**config.mk**
```make
export PLATFORM = sky130hd
export DESIGN_NAME = word_serial_tx
export DESIGN_NICKNAME = d
export VERILOG_FILES = /design/src/rtl/word_serial_tx.sv
export SDC_FILE = /design/constraint.sdc
export NUM_CORES = 1
export LEC_CHECK = 0
export CORE_MARGIN = 5
export CORE_UTILIZATION = 40
export DETAILED_ROUTE_END_ITERATION = 10
export SETUP_SLACK_MARGIN = 0.5
export SYNTH_ARGS = -nofsm -noshare
export SYNTH_HDL_FRONTEND = slang
export SYNTH_SLANG_ARGS = --single-unit
export TNS_END_PERCENT = 50
```
**constraint.sdc**
```tcl
create_clock -name clk -period 5.1 [get_ports clk]
set_input_delay 0.51 -clock clk [delete_from_list [all_inputs] [get_ports clk]]
set_output_delay 0.51 -clock clk [all_outputs]
set_load 0.02 [all_outputs]
```
**src/rtl/word_serial_tx.sv**
```systemverilog
// Framed parallel-to-serial word transmitter: start bit, DATA_W data bits LSB first, stop bit.
// Optional even parity bit before the stop bit when WORD_SERIAL_TX_PARITY_EN is defined.
module word_serial_tx #(
    parameter int DATA_W       = 8,
    parameter int CLKS_PER_BIT = 4
) (
    input  logic              clk,
    input  logic              rst,
    input  logic              in_valid,
    output logic              in_ready,
    input  logic [DATA_W-1:0] in_data,
    output logic              ser_out,
    output logic              busy,
    output logic              done
);

    localparam int CW = $clog2(CLKS_PER_BIT) + 1;
    localparam int BW = $clog2(DATA_W) + 1;
    localparam logic [CW-1:0] CNT_LAST = CW'(CLKS_PER_BIT - 1);
    localparam logic [BW-1:0] BIT_LAST = BW'(DATA_W - 1);

    typedef enum logic [2:0] {
        S_IDLE   = 3'd0,
        S_START  = 3'd1,
        S_DATA   = 3'd2,
`ifdef WORD_SERIAL_TX_PARITY_EN
        S_PARITY = 3'd3,
`endif
        S_STOP   = 3'd4
    } state_t;

    state_t            state_q, state_d;
    logic [CW-1:0]     cnt_q, cnt_d;
    logic [BW-1:0]     bit_q, bit_d;
    logic [DATA_W-1:0] shift_q, shift_d;
    logic              ser_q, ser_d;
    logic              done_q, done_d;
    logic              bit_end_s;

`ifdef WORD_SERIAL_TX_PARITY_EN
    logic              parity_q, parity_d;

    function automatic logic even_parity(input logic [DATA_W-1:0] word);
        return ^word;
    endfunction
`endif

    assign bit_end_s = (cnt_q == CNT_LAST);
    assign in_ready  = (state_q == S_IDLE);
    assign busy      = (state_q != S_IDLE);
    assign ser_out   = ser_q;
    assign done      = done_q;

    // Next-state, counter, shifter and serial-bit decode.
    always_comb begin
        state_d  = state_q;
        cnt_d    = cnt_q;
        bit_d    = bit_q;
        shift_d  = shift_q;
        done_d   = 1'b0;
`ifdef WORD_SERIAL_TX_PARITY_EN
        parity_d = parity_q;
`endif
        case (state_q)
            S_IDLE: begin
                if (in_valid) begin
                    state_d  = S_START;
                    shift_d  = in_data;
                    cnt_d    = {CW{1'b0}};
                    bit_d    = {BW{1'b0}};
`ifdef WORD_SERIAL_TX_PARITY_EN
                    parity_d = even_parity(in_data);
`endif
                end else begin
                    cnt_d = {CW{1'b0}};
                end
            end
            S_START: begin
                if (bit_end_s) begin
                    state_d = S_DATA;
                    cnt_d   = {CW{1'b0}};
                end else begin
                    cnt_d = cnt_q + CW'(1);
                end
            end
            S_DATA: begin
                if (bit_end_s) begin
                    cnt_d = {CW{1'b0}};
                    if (bit_q == BIT_LAST) begin
`ifdef WORD_SERIAL_TX_PARITY_EN
                        state_d = S_PARITY;
`else
                        state_d = S_STOP;
`endif
                    end else begin
                        shift_d = shift_q >> 1;
                        bit_d   = bit_q + BW'(1);
                    end
                end else begin
                    cnt_d = cnt_q + CW'(1);
                end
            end
`ifdef WORD_SERIAL_TX_PARITY_EN
            S_PARITY: begin
                if (bit_end_s) begin
                    state_d = S_STOP;
                    cnt_d   = {CW{1'b0}};
                end else begin
                    cnt_d = cnt_q + CW'(1);
                end
            end
`endif
            S_STOP: begin
                if (bit_end_s) begin
                    state_d = S_IDLE;
                    cnt_d   = {CW{1'b0}};
                    done_d  = 1'b1;
                end else begin
                    cnt_d = cnt_q + CW'(1);
                end
            end
            default: begin
                state_d = S_IDLE;
                cnt_d   = {CW{1'b0}};
                bit_d   = {BW{1'b0}};
                shift_d = {DATA_W{1'b0}};
            end
        endcase

        // Line level follows the state being entered so the flop output lines up with it.
        case (state_d)
            S_IDLE:   ser_d = 1'b1;
            S_START:  ser_d = 1'b0;
            S_DATA:   ser_d = shift_d[0];
`ifdef WORD_SERIAL_TX_PARITY_EN
            S_PARITY: ser_d = parity_d;
`endif
            S_STOP:   ser_d = 1'b1;
            default:  ser_d = 1'b1;
        endcase
    end

    // State and datapath registers with asynchronous active-low reset.
    always_ff @(posedge clk or negedge rst) begin
        if (!rst) begin
            state_q  <= S_IDLE;
            cnt_q    <= {CW{1'b0}};
            bit_q    <= {BW{1'b0}};
            shift_q  <= {DATA_W{1'b0}};
            ser_q    <= 1'b1;
            done_q   <= 1'b0;
`ifdef WORD_SERIAL_TX_PARITY_EN
            parity_q <= 1'b0;
`endif
        end else begin
            state_q  <= state_d;
            cnt_q    <= cnt_d;
            bit_q    <= bit_d;
            shift_q  <= shift_d;
            ser_q    <= ser_d;
            done_q   <= done_d;
`ifdef WORD_SERIAL_TX_PARITY_EN
            parity_q <= parity_d;
`endif
        end
    end

endmodule

```
==> results_dict.tcl <==
set metrics [dict create \
    p_seq_share_pct 44.2 \
    status "complete, no violations" \
    grt_setup_unrepaired "false" \
    min_period_ns 2.48 \
    n_fill_cell 248 \
    slew_headroom_pct 25.2 \
    whs_ns 0.446 \
    rows 18 \
    yosysSeqAreaShare_pct 46.4 \
    synth_seq_cells 20 \
    grt.total_usage_pct 14.2 \
    drc 0 \
    cts.reportedPaths.clkPinSlew_ns 0.12 \
    synth_top_cell_by_area "dfrtp_1" \
    grt_pass1_vias 916 \
    routed_wl_um 2310 \
    pwr-share-clk_pct 16.1 \
    ys.flop_type "dfrtp_1" \
    portBuffers 14 \
    grt_pass1_wl_um 4020 \
    cp.arrival_ns 1.97 \
    vdd_drop_max_mv 0.319 \
    grt_overflow_total 0 \
    drive_gt1_share_pct 8.13 \
    firstDrtPassIters 4 \
    antenna_cells 0 \
    hold_class "reg2reg" \
    syn-num-nets 125 \
    tns_ns 0 \
    fin_worst_skew_ns 0.00246 \
    core_area_um2 2520 \
    synth_top_area_share_pct 43.9 \
    hpwl_um 1620 \
    power_switching_w 0.000218 \
    async_flop_share_pct 100 \
    clockRootBuffer "clkbuf_4" \
    tightest_slew_ns 1.12 \
    p_int_w 0.000365 \
    yosys_warnings 0 \
    ys_types 38 \
    dieArea_um2 3850 \
    cts-resized-gates 0 \
    clk_path_buf_depth 2 \
    place_congestion 0.734 \
    synthTopCellsByArea "dfrtp_1, nand2_1, a221o_1, a21oi_1, nand3b_1" \
    die_x_um 62.0 \
    cts_hold_buf 0 \
    netlist_instances 112 \
    nNetsFinal 137 \
    initial_utilization_pct 42.9 \
    io_pins 15 \
    path_class "reg2out" \
    die_h_um 62.0 \
    num_vias 884 \
    powerDensity_nw_per_um2 463 \
    setup_viol 0 \
    synth-edff-count 0 \
    p_leak_nw 0.556 \
    pwr-share-comb_pct 39.7 \
    drt_iter0_drc 37 \
    final-max-slew-violation-count 0 \
    insertion_delay_ns 0.30 \
    syn_to_final_growth_pct 16.4 \
    worstSetupStartpointType "register" \
    cp.required_ns 4.59 \
    timing.fmax_mhz 403 \
    postSynthAreaPerCell_um2 9.66 \
    hold_viol 0 \
    post-route-util_pct 50.0 \
    post_cts_buffers 0 \
    cts_tree "done" \
    htree_levels 1 \
    crit_fanout 17 \
    endpoint_kind "output port" \
    grt_antenna_before_repair 0 \
    ant_nets 0 \
    p_sw_share_pct 37.4 \
    syn-cell-area_um2 1080 \
    detail_route.wl_per_cell_um 15.1 \
    max_cap_violations 0 \
    clock_sinks 20 \
    numCtsBuffers 3 \
    grt_max_degree 21 \
    viasPerCell 5.78 \
    timing.final.crit_share_pct 48.6 \
]
[layout make-up]
class,count,area (µm²),share of cell area [%]
Multi-Input combinational cell,84,541,42.9
Sequential cell,20,502,39.8
Timing Repair Buffer,14,140,11.1
Tap cell,30,37.5,2.98
Clock buffer,4,36.3,2.88
Inverter,1,3.75,0.298
[synth_stat cells (2+ instances only)]
master    number
nor2b_1        2
or3_1          2
dfrtp_1       19
nand2_1       17
nor3b_1        2
buf_2          2
nor2_1         5
a21oi_1       11
o21ai_0        4
a31oi_1        2
a21o_1         2
ha_1           2
nand3b_1       5
clkbuf_1       4
nand2b_1       2
and3_1         3
a221o_1        6
o21bai_1       2
[state kept, by name, indices dropped and copies added (netlist names)]
name and count:
ser_out 1, done 1, cnt_q 3, state_q 3
shift_q 8, bit_q 4
[worst paths after layout]
check / startpoint / end / slack [ns] / cells past startpoint
worst max-delay path: state_q[2] / in_ready / 2.62 / 3
worst min-delay path: cnt_q[0] / cnt_q[0] / 0.45 / 1
worst max register to register: state_q[2] / bit_q[2] / 2.83 / 4
worst min register to register: cnt_q[0] / cnt_q[0] / 0.45 / 1
max in group asynchronous: rst / state_q[0] / 3.85 / 1
min in group asynchronous: rst / cnt_q[0] / 0.70 / 1
[layout by cell type, fill, tap and decap left out, types with 2 or more instances in the layout]
| cell type | count |
|---|---|
| a21o_1 | 2 |
| or3_1 | 2 |
| nand2b_1 | 2 |
| a21oi_1 | 11 |
| clkbuf_4 | 3 |
| nor2_1 | 5 |
| o21ai_0 | 4 |
| nor3b_1 | 2 |
| nor2b_1 | 2 |
| nand3b_1 | 5 |
| a221o_1 | 6 |
| clkdlybuf4s50_1 | 14 |
| a31oi_1 | 2 |
| nand2_1 | 17 |
| and3_1 | 3 |
| ha_1 | 2 |
| dfrtp_1 | 19 |
| o21bai_1 | 2 |
[power groups by stage]
| stage | Clock, W | Combinational, W | Sequential [W] |
|---|---|---|---|
| floorplan | 0 | 0.000186 | 0.000240 |
| global placement | 0 | 0.000230 | 0.000258 |
| detailed placement | 0 | 0.000234 | 0.000259 |
| CTS | 0.0000966 | 0.000235 | 0.000257 |
| global route | 0.000102 | 0.000264 | 0.000266 |
| finish | 0.0000938 | 0.000232 | 0.000258 |
[metrics by stage]
step	setup WS (ns)	area (µm²)	total power, W	instances
final	2.62	1260	0.000584	153
after global routing	2.53	1260	0.000632	153
after CTS	2.60	1260	0.000589	153
after detailed placement	2.56	1220	0.000493	149
after global placement	2.63	1220	0.000488	149
after floorplan	3.25	1080	0.000426	112
[kinds of logic (layout without fill, tap and decap cells)]
| logic type | Yosys count | count (layout) | synth area share (%) |
|---|---|---|---|
| adders and majority gates | 3 | 3 | 3.35 |
| xor gates and xnor gates | 2 | 2 | 1.62 |
| buffers and inverters | 8 | 19 | 3.70 |
| AOI/OAI and AO/OA | 34 | 34 | 22.3 |
| and+or+nand+nor | 45 | 45 | 22.7 |
| DFF | 20 | 20 | 46.4 |
[layer usage]
metal / routed length [µm] / up-vias / share of wire [%] / GRT usage, %
met2: 996 / 22 / 43 / 21.7
met5: 0 / - / 0 / 0
met4: 24 / 0 / 1.0 / 4.85
met3: 161 / 2 / 7.0 / 4.55
li1: - / 434 / - / -
met1: 1130 / 426 / 49 / 19.0
[critical path: stages (launching register included)]
cell             delay (ns)
dfrtp_1                0.57
or3_1                  0.45
inv_1                  0.06
clkdlybuf4s50_1        0.59
Power figures use the tool's default switching activity.
